File: config.mk
export PLATFORM = sky130hd
export DESIGN_NAME = muldiv_ctrl_flat
export DESIGN_NICKNAME = d
export VERILOG_FILES = /design/src/rtl/muldiv_ctrl_if.sv /design/src/rtl/muldiv_ctrl.sv /design/src/flat_wrapper.sv
export SDC_FILE = /design/constraint.sdc
export NUM_CORES = 2
export LEC_CHECK = 0
export ABC_AREA = 1
export CAP_MARGIN = 20
export CORE_ASPECT_RATIO = 0.75
export CORE_MARGIN = 3
export CORE_UTILIZATION = 40
export DETAILED_ROUTE_END_ITERATION = 8
export GPL_ROUTABILITY_DRIVEN = 0
export HOLD_SLACK_MARGIN = 0.08
export SYNTH_ARGS = -nofsm -noshare
export SYNTH_HDL_FRONTEND = slang
export SYNTH_SLANG_ARGS = --single-unit
File: constraint.sdc
create_clock -name clk -period 13.33 [get_ports clk]
set_input_delay 3.999 -clock clk [delete_from_list [all_inputs] [get_ports clk]]
set_output_delay 3.999 -clock clk [all_outputs]
set_load 0.01 [all_outputs]
File: src/rtl/muldiv_ctrl_if.sv
// EXE-stage handshake bundle for the multiply/divide controller.
// The master side is the pipeline; the slave side is muldiv_ctrl.
interface muldiv_ctrl_if;
    logic        start_i;
    logic [7:0]  aluop_i;
    logic [31:0] src_a_i;
    logic [31:0] src_b_i;
    logic        cancel_i;
    logic        stall_o;
    logic        result_valid_o;
    logic [31:0] hi_o;
    logic [31:0] lo_o;

    modport master (
        output start_i, aluop_i, src_a_i, src_b_i, cancel_i,
        input  stall_o, result_valid_o, hi_o, lo_o
    );

    modport slave (
        input  start_i, aluop_i, src_a_i, src_b_i, cancel_i,
        output stall_o, result_valid_o, hi_o, lo_o
    );
endinterface

File: src/rtl/muldiv_ctrl.sv
// Multi-cycle MULT/MULTU/DIV/DIVU controller: 1-cycle multiply, 32-step restoring divide.
// Define DIV_ZERO_BYPASS_EN to short-circuit divide-by-zero straight to DONE.
module muldiv_ctrl (
    input logic          clk,
    input logic          resetn,
    muldiv_ctrl_if.slave bus
);
    localparam logic [7:0] ExeMultOp  = 8'b0001_1000;
    localparam logic [7:0] ExeMultuOp = 8'b0001_1001;
    localparam logic [7:0] ExeDivOp   = 8'b0001_1010;
    localparam logic [7:0] ExeDivuOp  = 8'b0001_1011;

    typedef enum logic [1:0] {StIdle, StMul, StDiv, StDone} state_e;

    state_e      state_q, state_d;
    logic [4:0]  cnt_q, cnt_d;
    logic [31:0] op_a_q, op_a_d, op_b_q, op_b_d;
    logic        signed_q, signed_d;
    logic [31:0] res_hi_q, res_hi_d, res_lo_q, res_lo_d;
    logic [31:0] hi_q, hi_d, lo_q, lo_d;

    logic        is_mul, is_div, is_signed, accept, done_ok;
    logic [31:0] abs_a, div_b_mag, rem_nxt, quo_nxt;
    logic [32:0] shifted, diff;
    logic        step_ok, neg_quo, neg_rem;
    logic [63:0] ext_a, ext_b, product;

    assign is_mul    = (bus.aluop_i == ExeMultOp) || (bus.aluop_i == ExeMultuOp);
    assign is_div    = (bus.aluop_i == ExeDivOp)  || (bus.aluop_i == ExeDivuOp);
    assign is_signed = (bus.aluop_i == ExeMultOp) || (bus.aluop_i == ExeDivOp);
    assign accept    = (state_q == StIdle) && bus.start_i && !bus.cancel_i && (is_mul || is_div);
    assign abs_a     = (is_signed && bus.src_a_i[31]) ? -bus.src_a_i : bus.src_a_i;

    // Low 64 bits of the product are correct for both signednesses after extension.
    assign ext_a   = {{32{signed_q & op_a_q[31]}}, op_a_q};
    assign ext_b   = {{32{signed_q & op_b_q[31]}}, op_b_q};
    assign product = ext_a * ext_b;

    // Divide step: res_hi_q holds the partial remainder, res_lo_q shifts the dividend into quotient.
    assign div_b_mag = (signed_q && op_b_q[31]) ? -op_b_q : op_b_q;
    assign shifted   = {res_hi_q, res_lo_q[31]};
    assign diff      = shifted - {1'b0, div_b_mag};
    assign step_ok   = !diff[32];
    assign rem_nxt   = step_ok ? diff[31:0] : shifted[31:0];
    assign quo_nxt   = {res_lo_q[30:0], step_ok};
    assign neg_quo   = signed_q & (op_a_q[31] ^ op_b_q[31]);
    assign neg_rem   = signed_q & op_a_q[31];

    always_comb begin
        state_d  = state_q;
        cnt_d    = cnt_q;
        op_a_d   = op_a_q;
        op_b_d   = op_b_q;
        signed_d = signed_q;
        res_hi_d = res_hi_q;
        res_lo_d = res_lo_q;
        hi_d     = hi_q;
        lo_d     = lo_q;
        unique case (state_q)
            StIdle: begin
                if (accept) begin
                    op_a_d   = bus.src_a_i;
                    op_b_d   = bus.src_b_i;
                    signed_d = is_signed;
                    cnt_d    = 5'd0;
                    if (is_mul) begin
                        state_d = StMul;
                    end else begin
                        res_hi_d = 32'd0;
                        res_lo_d = abs_a;
                        state_d  = StDiv;
`ifdef DIV_ZERO_BYPASS_EN
                        if (bus.src_b_i == 32'd0) begin
                            res_hi_d = bus.src_a_i;
                            res_lo_d = 32'hFFFF_FFFF;
                            state_d  = StDone;
                        end
`else
`endif
                    end
                end
            end
            StMul: begin
                if (bus.cancel_i) begin
                    state_d = StIdle;
                end else begin
                    res_hi_d = product[63:32];
                    res_lo_d = product[31:0];
                    state_d  = StDone;
                end
            end
            StDiv: begin
                if (bus.cancel_i) begin
                    state_d = StIdle;
                    cnt_d   = 5'd0;
                end else if (cnt_q == 5'd31) begin
                    cnt_d    = 5'd0;
                    state_d  = StDone;
                    res_lo_d = neg_quo ? -quo_nxt : quo_nxt;
                    res_hi_d = neg_rem ? -rem_nxt : rem_nxt;
                end else begin
                    cnt_d    = cnt_q + 5'd1;
                    res_hi_d = rem_nxt;
                    res_lo_d = quo_nxt;
                end
            end
            StDone: begin
                state_d = StIdle;
                if (!bus.cancel_i) begin
                    hi_d = res_hi_q;
                    lo_d = res_lo_q;
                end
            end
            default: state_d = StIdle;
        endcase
    end

    always_ff @(posedge clk or negedge resetn) begin
        if (!resetn) begin
            state_q  <= StIdle;
            cnt_q    <= 5'd0;
            op_a_q   <= 32'd0;
            op_b_q   <= 32'd0;
            signed_q <= 1'b0;
            res_hi_q <= 32'd0;
            res_lo_q <= 32'd0;
            hi_q     <= 32'd0;
            lo_q     <= 32'd0;
        end else begin
            state_q  <= state_d;
            cnt_q    <= cnt_d;
            op_a_q   <= op_a_d;
            op_b_q   <= op_b_d;
            signed_q <= signed_d;
            res_hi_q <= res_hi_d;
            res_lo_q <= res_lo_d;
            hi_q     <= hi_d;
            lo_q     <= lo_d;
        end
    end

    // The fresh result is visible during DONE; a cancel in DONE keeps the old HI/LO.
    assign done_ok            = (state_q == StDone) && !bus.cancel_i;
    assign bus.result_valid_o = done_ok;
    assign bus.stall_o        = accept || (state_q == StMul) || (state_q == StDiv);
    assign bus.hi_o           = done_ok ? res_hi_q : hi_q;
    assign bus.lo_o           = done_ok ? res_lo_q : lo_q;
endmodule

File: src/flat_wrapper.sv
// flat-port wrapper written by rule: the top's interface ports become plain ports
module muldiv_ctrl_flat 
  (clk, resetn, bus_start_i, bus_aluop_i, bus_src_a_i, bus_src_b_i, bus_cancel_i, bus_stall_o, bus_result_valid_o, bus_hi_o, bus_lo_o);
  muldiv_ctrl_if bus_i ();
  input logic clk;
  input logic resetn;
  input wire logic [$bits(bus_i.start_i)-1:0] bus_start_i;
  input wire logic [$bits(bus_i.aluop_i)-1:0] bus_aluop_i;
  input wire logic [$bits(bus_i.src_a_i)-1:0] bus_src_a_i;
  input wire logic [$bits(bus_i.src_b_i)-1:0] bus_src_b_i;
  input wire logic [$bits(bus_i.cancel_i)-1:0] bus_cancel_i;
  output wire logic [$bits(bus_i.stall_o)-1:0] bus_stall_o;
  output wire logic [$bits(bus_i.result_valid_o)-1:0] bus_result_valid_o;
  output wire logic [$bits(bus_i.hi_o)-1:0] bus_hi_o;
  output wire logic [$bits(bus_i.lo_o)-1:0] bus_lo_o;
  assign bus_i.start_i = bus_start_i;
  assign bus_i.aluop_i = bus_aluop_i;
  assign bus_i.src_a_i = bus_src_a_i;
  assign bus_i.src_b_i = bus_src_b_i;
  assign bus_i.cancel_i = bus_cancel_i;
  assign bus_stall_o = bus_i.stall_o;
  assign bus_result_valid_o = bus_i.result_valid_o;
  assign bus_hi_o = bus_i.hi_o;
  assign bus_lo_o = bus_i.lo_o;
  muldiv_ctrl u_core (.clk(clk), .resetn(resetn), .bus(bus_i));
endmodule
# Word level (Yosys, flattened, before mapping)
# Index checks and enable logic that the tools add are counted.
[word_totals] out_inout_bits=66 register_bits=200 elab_cells=85
[op_classes] n_addsub=6 eq_ne=13 bitwise=5 n_mux=29 n_reduce_logical=22 multipliers=1
[ops] cell="two-way mux 32 bit" count=17
[ops] cell="one-hot mux 32 bit (3 select lines)" count=2
[ops] cell="negator 32 bit" count=4
[ops] cell="multiplier 33 x 33 -> 64 bit" count=1
[ops] cell="subtractor 33 x 32 -> 33 bit" count=1
[ops] cell="equality test 8 x 5 -> 1 bit (second input constant)" count=4
[ops] cell="two-way mux 5 bit" count=3
[ops] cell="two-way mux 2 bit" count=5
[ops] cell="one-hot mux 5 bit (2 select lines)" count=1
[ops] cell="one-hot mux 2 bit (4 select lines)" count=1
[ops] cell="AND reduction 2 bit" count=4
[ops] cell="logical AND 1 bit" count=6
[ops] cell="logical OR 1 bit" count=6
[ops] cell="inequality test 2 bit (second input constant)" count=3
[ops] cell="adder 5 x 1 -> 5 bit (second input constant)" count=1
[ops] cell="equality test 5 bit (second input constant)" count=1
[ops] cell="AND reduction 5 bit" count=1
[ops] cell="equality test 2 bit (second input constant)" count=2
[ops] cell="bitwise AND 1 bit" count=3
[ops] cell="inequality test 3 x 2 -> 1 bit (second input constant)" count=1
[ops] cell="nonzero test 3 bit" count=1
[ops] cell="equality test 2 x 1 -> 1 bit (second input constant)" count=1
[ops] cell="logical NOT 1 bit" count=2
[ops] cell="logical NOT 2 bit" count=1
[ops] cell="4 further kinds" count=4

# Logic depth before layout (Yosys ltp)
[depth] depth_word=9 ltp_mapped=42 depth_no_buf=40

# Least setup slack after synthesis
# OpenSTA, ideal clock, no wires.
[synth_timing] path_kind="input-to-output" from="in bus_aluop_i[7]" to="out bus_stall_o" setup_slack_ns=4.082 path_buffers=1 cell_stages=6 required_ns=9.331 t_arrival_ns=5.249 path_cell_list="nor4_1 > nand2_1 > nor3_2 > inv_2 > clkbuf_1 > nand3_1"
[synth_via] elab_chain_len=6 word_cells_on_any_way=10 cone_classes="eq/ne: 4; reduce/logical: 6"
[synth_lines] item="start: declaration" line="flat_wrapper.sv:8" source="input wire logic [$bits(bus_i.aluop_i)-1:0] bus_aluop_i;"
[synth_lines] item="equality test 8 x 5 -> 1 bit (on tied branches)" line="muldiv_ctrl.sv:28, muldiv_ctrl.sv:29"
[synth_lines] item="logical OR 1 bit (on tied branches)" line="muldiv_ctrl.sv:28, muldiv_ctrl.sv:29"
[synth_lines] item="logical OR 1 bit *" line="muldiv_ctrl.sv:31" source="assign accept = (state_q == StIdle) && bus.start_i && !bus.cancel_i && (is_mul || is_div);"
[synth_lines] item="logical AND 1 bit *" line="muldiv_ctrl.sv:31"
[synth_lines] item="logical OR 1 bit * (2 in a row)" line="muldiv_ctrl.sv:145" source="assign bus.stall_o = accept || (state_q == StMul) || (state_q == StDiv);"
[synth_lines] item="end: declaration" line="flat_wrapper.sv:12" source="output wire logic [$bits(bus_i.stall_o)-1:0] bus_stall_o;"
# Mark *: on every way between the ends. The rest lies on a longest branch, timed or not.

# Worst setup path in the final report
[layout_timing] from="in bus_cancel_i" to="out bus_hi_o[30]"
[layout_via] elab_chain_len=3
[layout_lines] item="start: declaration" line="flat_wrapper.sv:11" source="input wire logic [$bits(bus_i.cancel_i)-1:0] bus_cancel_i;"
[layout_lines] item="logical NOT 1 bit" line="muldiv_ctrl.sv:143" source="assign done_ok = (state_q == StDone) && !bus.cancel_i;"
[layout_lines] item="logical AND 1 bit" line="muldiv_ctrl.sv:143"
[layout_lines] item="two-way mux 32 bit" line="muldiv_ctrl.sv:146" source="assign bus.hi_o = done_ok ? res_hi_q : hi_q;"
[layout_lines] item="end: declaration" line="flat_wrapper.sv:14" source="output wire logic [$bits(bus_i.hi_o)-1:0] bus_hi_o;"
# No other way between the ends.

==> impl_metrics.ini <==
[worst_setup_path]
crit_slowest_cell = clkdlybuf4s50_1
cp_num_buf_inv = 5
crit_chain = clkdlybuf4s50_1, inv_1, nand2_4, buf_12, inv_1, nand2_1, nand2_1, clkdlybuf4s50_1
worst_setup_path_end_kind = primary output
path_max_fanout = 65
worstPathArrival_ps = 6490
critical_path_class = input port to primary output
r2r_slack_ps = 3930
crit_family = buffers and inverters
setup.worst_path.start_class = input port
max_stage_delay_ps = 550
worstPathRequired_ps = 9330

[final_layout]
layout-drive-gt1-share_pct = 3.27
n_fill_cell = 13546
areaGrowthSynthToFinish_pct = 6.69
finalNetCount = 8454
final_core_util_pct = 43.4

[power_and_ir_drop]
power_density_mw_per_mm2 = 227
ir_drop_v = 0.000279
leakagePower_nw = 31.5

[synthesis]
ys_async_sr_fraction_pct = 100
synthTopCellsByCount = nand2_1, inv_1, fa_1, nor2_1, clkbuf_1
yosysMostFrequentCell = nand2_1
syn_inst = 7086
synthesis.area_sq_mm = 0.0539
yosysSeqAreaShare_pct = 9.29
synth_ff_type = dfrtp_1
synth_cell_types = 63
syn_area_per_cell_sq_um = 7.60
synthTopCellsByArea = fa_1, nand2_1, inv_1, dfrtp_1, ha_1
synth.top_cell.area_share_pct = 41.8
yosysWarnings = 0
synth_edf_count = 0
synth_top_area_cell = fa_1
synth_seq_cells = 200
syn_nets = 8543

[die]
chipHeight_um = 324
die-area_sq_mm = 0.139
top_level_ports = 142
core-area_sq_mm = 0.132
rows = 115
start_util_pct = 40.7
die-width_um = 430

[placement]
dp_hpwl_mm = 137
portBuffers = 141

[routing]
dr.pass1.iters = 6
ant_nets = 0
vias = 45328
post_drt_wl_per_cell_um = 19.6
via_per_inst = 5.17
routed_wl_mm = 172
drc = 0
drtIter0Drc = 4141

[timing]
finalClockSkew_ps = 19.1
finalSetupTns_ps = 0
clock.fmax_mhz = 95.4
maxSlewHeadroom_pct = 25.6
worstMarginPinSlew_ps = 1100
rsz0062_at_grt = no
setup_violations = 0
maxSlewViolCount = 0
min_period_ps = 10480
hold_viol = 0
post-route-period-util_pct = 78.7

[clock_tree]
cts_root_buf = clkbuf_16
clock-sinks = 200
cts_resized = 0
post_cts_buffers = 0
htreeDepth = 4
cts_buffers = 17
worst_skew_pair.late_latency_ps = 510
clk_pin_slew_ps = 70
cts_tree = yes
postCtsHoldBufs = 0
clockBufferDepth = 2

[run_status]
outcome = completed

[min_path]
hp-class = flip-flop to flip-flop

[run]
max_cap_viol_count = 0

[grt]
grt_first_pass_wirelength_mm = 274
overflow = 0
track_usage_pct = 25.4
antenna_found_initial = 4
grt_start_max_net_pins = 125
grt_pass1_vias = 46884
==> sequential cells by signal, summed over array words and instances (netlist names) <==
name and flops:
u_core.hi_q 32, u_core.lo_q 32, u_core.op_a_q 32, u_core.op_b_q 32, u_core.res_hi_q 32, u_core.res_lo_q 32
u_core.cnt_q 5, u_core.state_q 2, u_core.signed_q 1
==> per-stage QoR <==
step	instances	total power, mW	instance area, sq um	worst slack, ps	hold slack [ps]
3_5_place_dp	8731	12.2	56800	2540	464
3_3_place_gp	8731	12.1	56800	2570	471
4_1_cts	8762	12.9	57400	2530	483
2_1_floorplan	7086	8.88	53900	4080	453
5_1_grt	8766	14.5	57500	2650	492
6_report	8766	13.0	57500	2850	478
==> cells in the final DEF, fill, tap and decap left out, types with 6 or more instances in the layout <==
cell             netlist  layout
nor3_1                45      45
xor2_1                59      59
o22ai_1               16      16
nand2_1             1878    1876
o21bai_1              10      10
xnor2_1               26      26
fa_1                1126    1126
ha_1                 255     255
o211ai_1              15      15
clkdlybuf4s50_1        0     140
dfrtp_1              200     199
nand3_2                7       7
o21a_1                11      11
clkbuf_16              0      17
nand2_4                5       6
buf_4                  3      89
nor2_4                 7       8
nor2_1               309     308
nor4_1                20      20
nand2_2               35      36
nand4_1               36      36
or2_2                 17      17
o21ai_0              288     288
a31oi_1               29      29
a21oi_1              206     206
nand3_1              168     168
a21o_1                11      11
nand3b_1               8       8
inv_2                 11      11
o21ai_1               21      21
inv_1               1866    1866
==> cell families after synthesis <==
logic type	count (synthesis)	share of synthesized area, %
compound gates	645	6.58
flops	200	9.29
xor+xnor	85	1.38
simple gates	2555	19.4
fa+ha+maj	1381	47.8
buf+inv	2220	15.6
==> worst register-to-register path: cells and delay by family (launching register included) <==
family                     cells  cell delay, ps
AOI/OAI and AO/OA              3            1200
adders and majority gates      9            4670
and+or+nand+nor                7            1070
buffers and inverters          9            1260
DFF                            1            1090
==> layout make-up <==
| class | instances | area [sq um] | share of cell area [%] |
|---|---|---|---|
| antenna | 2 | 5.00 | 0.00871 |
| clock buffer | 18 | 439 | 0.764 |
| clock inverter | 13 | 163 | 0.283 |
| inverter | 1880 | 7060 | 12.3 |
| multi-input combinational | 4666 | 40500 | 70.4 |
| sequential | 200 | 5010 | 8.71 |
| tap | 1755 | 2200 | 3.82 |
| timing repair buffer | 232 | 2130 | 3.71 |
==> report_power, final <==
group | internal, mW | switching, mW
Clock | 0.288 | 0.302
Sequential | 0.804 | 0.166
Combinational | 3.98 | 7.51
Total | 5.07 | 7.97
==> final timing paths <==
kind                                  start             endpoint  cells past startpoint
max                            bus_cancel_i         bus_hi_o[30]                      8
min                         u_core.lo_q[29]      u_core.lo_q[29]                      2
max reg2reg                u_core.op_b_q[9]  u_core.res_hi_q[28]                     28
min reg2reg                 u_core.lo_q[29]      u_core.lo_q[29]                      2
max in group asynchronous            resetn    u_core.op_b_q[14]                      2
min in group asynchronous            resetn      u_core.lo_q[14]                      1
==> layer usage <==
metal  GRT usage, %  part of all wire, %  vias to the layer above  wire length [um]
met3           4.68                  8.8                      248             15100
met2           40.7                   45                     1937             78100
met1           35.9                   43                    22816             74600
met4           5.54                  2.4                        2              4080
li1               -                    -                    20325                 -
met5              0               0.0076                        -                13
Power figures use the tool's default switching activity.
